$ cat src/rtl/mem_arb_pkg.sv
// Shared constants for the memory port arbiter: FSM encoding, requester IDs
// and the round-robin pick helper.
package mem_arb_pkg;

  localparam logic [1:0] ST_IDLE   = 2'd0;
  localparam logic [1:0] ST_ACCESS = 2'd1;
  localparam logic [1:0] ST_RESP   = 2'd2;

  localparam logic REQ_IF  = 1'b0;
  localparam logic REQ_MEM = 1'b1;

  // Winner for a new arbitration. On a tie, the requester that was not
  // served last wins. Otherwise the only active requester wins.
  function automatic logic rr_pick(input logic r0, input logic r1, input logic last);
    if (r0 && r1) return ~last;
    return r1;
  endfunction

endpackage

$ cat src/rtl/mux2_bus.sv
// W-bit 2:1 word mux. Steered by the registered grant so that the memory-side
// buses never see a combinational path from the request inputs.
module mux2_bus #(
  parameter int W = 1
) (
  input  logic         sel,
  input  logic [W-1:0] in0,
  input  logic [W-1:0] in1,
  output logic [W-1:0] out
);

  // select in1 when sel is high, otherwise in0
  always_comb out = sel ? in1 : in0;

endmodule

$ cat src/rtl/mem_port_arbiter.sv
// Shares one single-port memory between instruction fetch (requester 0) and
// data access (requester 1). Fixed-latency access sequencer with round-robin
// arbitration on contention; the losing requester stalls because its ack is
// withheld.
//
//   state     | meaning
//   ----------+------------------------------------------------------------
//   ST_IDLE   | waiting for a request; arbitrates and latches sel
//   ST_ACCESS | memory enabled for MEM_LAT cycles; rdata captured on last
//   ST_RESP   | one-cycle ack to the granted requester
module mem_port_arbiter
  import mem_arb_pkg::*;
#(
  parameter int AW      = 32,
  parameter int DW      = 32,
  parameter int MEM_LAT = 2
) (
  input  logic          clk,
  input  logic          reset,
  input  logic          req0,
  input  logic          req1,
  input  logic [AW-1:0] addr0,
  input  logic [AW-1:0] addr1,
  input  logic [DW-1:0] wdata0,
  input  logic [DW-1:0] wdata1,
  input  logic          we0,
  input  logic          we1,
  input  logic [DW-1:0] mem_rdata,
  output logic          mem_en,
  output logic          mem_we,
  output logic [AW-1:0] mem_addr,
  output logic [DW-1:0] mem_wdata,
  output logic [DW-1:0] rdata,
  output logic          ack0,
  output logic          ack1,
  output logic          sel,
  output logic          busy
);

  // counter holds MEM_LAT-1 down to 0, so it never needs more than clog2(MEM_LAT) bits
  localparam int CW = (MEM_LAT > 1) ? $clog2(MEM_LAT) : 1;
  localparam logic [CW-1:0] CNT_LOAD = CW'(MEM_LAT - 1);

  logic [1:0]    state;
  logic [CW-1:0] cnt;
  logic          last_grant;
  logic          sel_we;

  mux2_bus #(.W(AW)) u_mux_addr (
    .sel (sel),
    .in0 (addr0),
    .in1 (addr1),
    .out (mem_addr)
  );

  mux2_bus #(.W(DW)) u_mux_wdata (
    .sel (sel),
    .in0 (wdata0),
    .in1 (wdata1),
    .out (mem_wdata)
  );

  mux2_bus #(.W(1)) u_mux_we (
    .sel (sel),
    .in0 (we0),
    .in1 (we1),
    .out (sel_we)
  );

  // sequencer: arbitrate in idle, count out the access latency, then respond
  always_ff @(posedge clk) begin
    if (reset) begin
      state      <= ST_IDLE;
      sel        <= REQ_IF;
      last_grant <= REQ_MEM;
      cnt        <= '0;
      rdata      <= '0;
    end else begin
      case (state)
        ST_IDLE: begin
          if (req0 || req1) begin
            sel   <= rr_pick(req0, req1, last_grant);
            cnt   <= CNT_LOAD;
            state <= ST_ACCESS;
          end
        end
        ST_ACCESS: begin
          if (cnt == '0) begin
            if (!sel_we) rdata <= mem_rdata;
            last_grant <= sel;
            state      <= ST_RESP;
          end else begin
            cnt <= cnt - 1'b1;
          end
        end
        ST_RESP: begin
          state <= ST_IDLE;
        end
        default: begin
          state <= ST_IDLE;
        end
      endcase
    end
  end

  // outputs decoded from registered state and grant only
  always_comb begin
    mem_en = (state == ST_ACCESS);
    mem_we = sel_we && mem_en;
    ack0   = (state == ST_RESP) && (sel == REQ_IF);
    ack1   = (state == ST_RESP) && (sel == REQ_MEM);
    busy   = (state != ST_IDLE);
  end

endmodule

$ cat config.mk
export PLATFORM = sky130hd
export DESIGN_NAME = mem_port_arbiter
export DESIGN_NICKNAME = d
export VERILOG_FILES = /design/src/rtl/mem_arb_pkg.sv /design/src/rtl/mux2_bus.sv /design/src/rtl/mem_port_arbiter.sv
export SDC_FILE = /design/constraint.sdc
export NUM_CORES = 1
export LEC_CHECK = 0
export CORE_AREA = 5 5 101 103
export DETAILED_ROUTE_END_ITERATION = 6
export DIE_AREA = 0 0 106 108
export PLACE_DENSITY = 0.78
export SLEW_MARGIN = 20
export SYNTH_ARGS = -nofsm -noshare
export SYNTH_HDL_FRONTEND = slang
export SYNTH_SLANG_ARGS = --single-unit
$ cat constraint.sdc
create_clock -name clk -period 2.55 [get_ports clk]
set_clock_uncertainty 0.2 [all_clocks]
set_input_delay 0.51 -clock clk [delete_from_list [all_inputs] [get_ports clk]]
set_output_delay 0.51 -clock clk [all_outputs]
set_load 0.02 [all_outputs]
==> results.cfg <==
[cts]
cts_tree = yes
cts-htree-levels = 2
post_cts_buffers = 0
clock-sinks = 37
path_clk_slew_ns = 0.07
cts_made_buffers = 5
cts-hold-fix-buffers = 0
clk_path_buf_depth = 2
clk_latency_ns = 0.28
root_buffer = clkbuf_8

[global_route]
grt_pass1_wl_mm = 16.8
grt_max_degree = 70
use_met3_pct = 7.76
use_met2_pct = 34.6
grt_pass1_vias = 2950
grt_most_used_layer = met2
grt-ovfl-total = 0
grt_util_met1_pct = 20.5
gr-usage-all-layers_pct = 18.9
antenna_found_initial = 1

[logic_synthesis]
synth.most_common_cell = nand2b_1
syn-instance-count = 237
synthFlopType = dfxtp_1
ys_seq_elements = 37
synth_area_leaders = dfxtp_1 (30%), mux2_2 (29%), nand2b_1 (16%)
ys_types = 25
synth_top_area_share_pct = 30.0
async_flop_share_pct = 0
synth_nets = 403
ys_warn_count = 0
synth-edff-count = 0
avgSynthCellArea_um2 = 10.4
yosys-top-cells-count = nand2b_1 (65), mux2_2 (64), dfxtp_1 (37), mux2i_1 (34)
synth_top_area_cell = dfxtp_1
syn_area_mm2 = 0.00247
yosysSeqAreaShare_pct = 30.0

[pwr]
p_leak_nw = 2.17
pwr-share-clk_pct = 20.3
peakVddDrop_v = 0.000343
power_frac_seq_pct = 31.8
internal_power_mw = 1.40
power_density_mw_per_mm2 = 378
power_frac_comb_pct = 47.9
swShare_pct = 30.7
p_sw_mw = 0.619

[setup_path]
max_stage_delay_ns = 0.66
crit_slowest_cell = clkdlybuf4s50_1
cp.arrival_ns = 1.78
worstSetupEndpoint = mem_wdata[14]
path_cells = clkdlybuf4s50_1 > mux2_2 > clkdlybuf4s50_1
r2r-start = sel$_SDFFE_PP0P_
cp.required_ns = 1.84
r2r_slack_ns = 0.65
start_kind = input pin
rr_worst_depth = 5
critical_path_class = in -> out
worstSetupStartpoint = wdata0[14]
r2r-end = rdata[2]$_SDFFE_PP0P_
end_kind = primary output
critPathMaxFanout = 1
path_common_cell = clkdlybuf4s50_1

[status]
status = completed

[place]
pre_cts_ws_ns = -0.0000363
place.gp.congestion = 0.907
placed_area_mm2 = 0.00524
buffer_ports.inserted = 267
dp_hpwl_mm = 9.80

[die]
boundaryPins = 268
die_height_um = 108
start_util_pct = 27.1
core.rowCount = 35
dieArea_mm2 = 0.0114
die_w_um = 106
core_area_mm2 = 0.00911

[routing]
wl_per_cell_um = 18.9
drtIter0Drc = 107
drc_errors = 0
antenna_left = 0
vias_per_cell = 4.52
route.vias.total = 2750
routed_wirelength_mm = 11.5
firstDrtPassIters = 4

[timing]
rsz0062_at_grt = false
fmax_mhz = 401
fin_crit_sh_pct = 97.8
setup_viol = 0
finalMaxSlewViolations = 0
worst_slack_ns = 0.0554
maxSlewHeadroom_pct = 79.1
tns_ns = 0
finalCriticalPeriod_ns = 2.49
tightestPinTransition_ns = 0.305
hold_violations = 0

[min_path]
min_from = rdata[11]$_SDFFE_PP0P_
hp-class = reg -> reg

[flow_run]
cap_violations = 0

[finish]
regArea_um2 = 744
postLayoutCellArea_mm2 = 0.00534
nets = 664
area_growth_pct = 116
n_fill_cell = 802
drive_above_1_share_pct = 16.9
antenna_cells = 0
multiInputGateArea_mm2 = 0.00158
[worst min-delay path by stage]
stage	to	cells after the start
global route	rdata[11]$_SDFFE_PP0P_	2
finish	rdata[11]$_SDFFE_PP0P_	2
detailed placement	rdata[27]$_SDFFE_PP0P_	2
CTS	rdata[11]$_SDFFE_PP0P_	2
floorplan	last_grant$_SDFFE_PP1P_	2
global placement	rdata[26]$_SDFFE_PP0P_	2
[cell families after synthesis]
| family | Yosys count | share of synthesized area [%] |
|---|---|---|
| DFF | 37 | 30.0 |
| and+or+nand+nor | 75 | 19.3 |
| muxes | 98 | 43.0 |
| AOI/OAI and AO/OA | 6 | 1.67 |
| buffers and inverters | 21 | 5.98 |
[power groups by stage]
stage          sequential [mW]  clock (mW)  combinational (mW)
2_1_floorplan            0.679           0               0.423
3_3_place_gp             0.651           0                1.01
3_5_place_dp             0.653           0                1.02
4_1_cts                  0.640       0.428               0.984
5_1_grt                  0.646       0.453                1.02
6_report                 0.640       0.409               0.966
[state kept, by name (all words and copies together) (netlist names)]
register,cells
cnt,1
last_grant,1
rdata,32
sel,1
state,2
[repair_timing]
action / in CTS / in global routing
cloned: 0 / 0
gates resized for setup: 37 / 21
setup endpoints to repair: 59 / 21
pin swaps: 0 / 0
[cell usage in the layout, fill, tap and decap left out]
master           Yosys  final
clkdlybuf4s50_1      0    206
nand2b_1            65     65
mux2_2              64     64
dfxtp_1             37     36
dlygate4sd2_1        0     36
mux2i_1             34     34
dlymetal6s2s_1       0     21
clkbuf_8             0      6
buf_12               3      5
buf_4                1      5
inv_1                2      2
a211oi_1             2      2
nor2b_4              1      1
or2_2                1      1
nor2b_1              1      1
nor3b_1              1      1
and3b_1              1      1
and3_2               0      1
nand2_1              1      1
o21ai_0              1      1
a21oi_1              1      1
or3b_1               1      1
nor2_1               1      1
o21bai_1             1      1
nor3_1               1      1
a2111oi_0            1      1
clkbuf_1             7      1
dfxtp_4              0      1
[critical path, delay by kind of cell]
family | cells | cell delay [ns]
multiplexers | 1 | 0.16
buffers and inverters | 2 | 1.11
[layer usage]
metal	vias up	routed length [µm]
met4	2	161
met2	135	5910
li1	1331	-
met3	19	1090
met1	1263	4300
met5	-	13
[stage by stage]
stage | util (%) | power, mW | hold slack (ns) | instances
final | 58.6 | 2.01 | 0.276 | 609
after global routing | 58.6 | 2.12 | 0.297 | 609
after CTS | 58.0 | 2.05 | 0.278 | 609
after detailed placement | 57.5 | 1.67 | 0.263 | 602
after global placement | 57.5 | 1.66 | 0.257 | 602
after floorplan | - | 1.10 | 0.250 | 237
[final cells by class]
type,instances,share of cell area [%]
Clock buffer,7,1.62
Inverter,2,0.141
Multi-Input combinational cell,179,29.6
Sequential cell,37,14.0
Tap cell,111,2.60
Timing Repair Buffer,273,52.1
(Power assumes the default switching activity.)
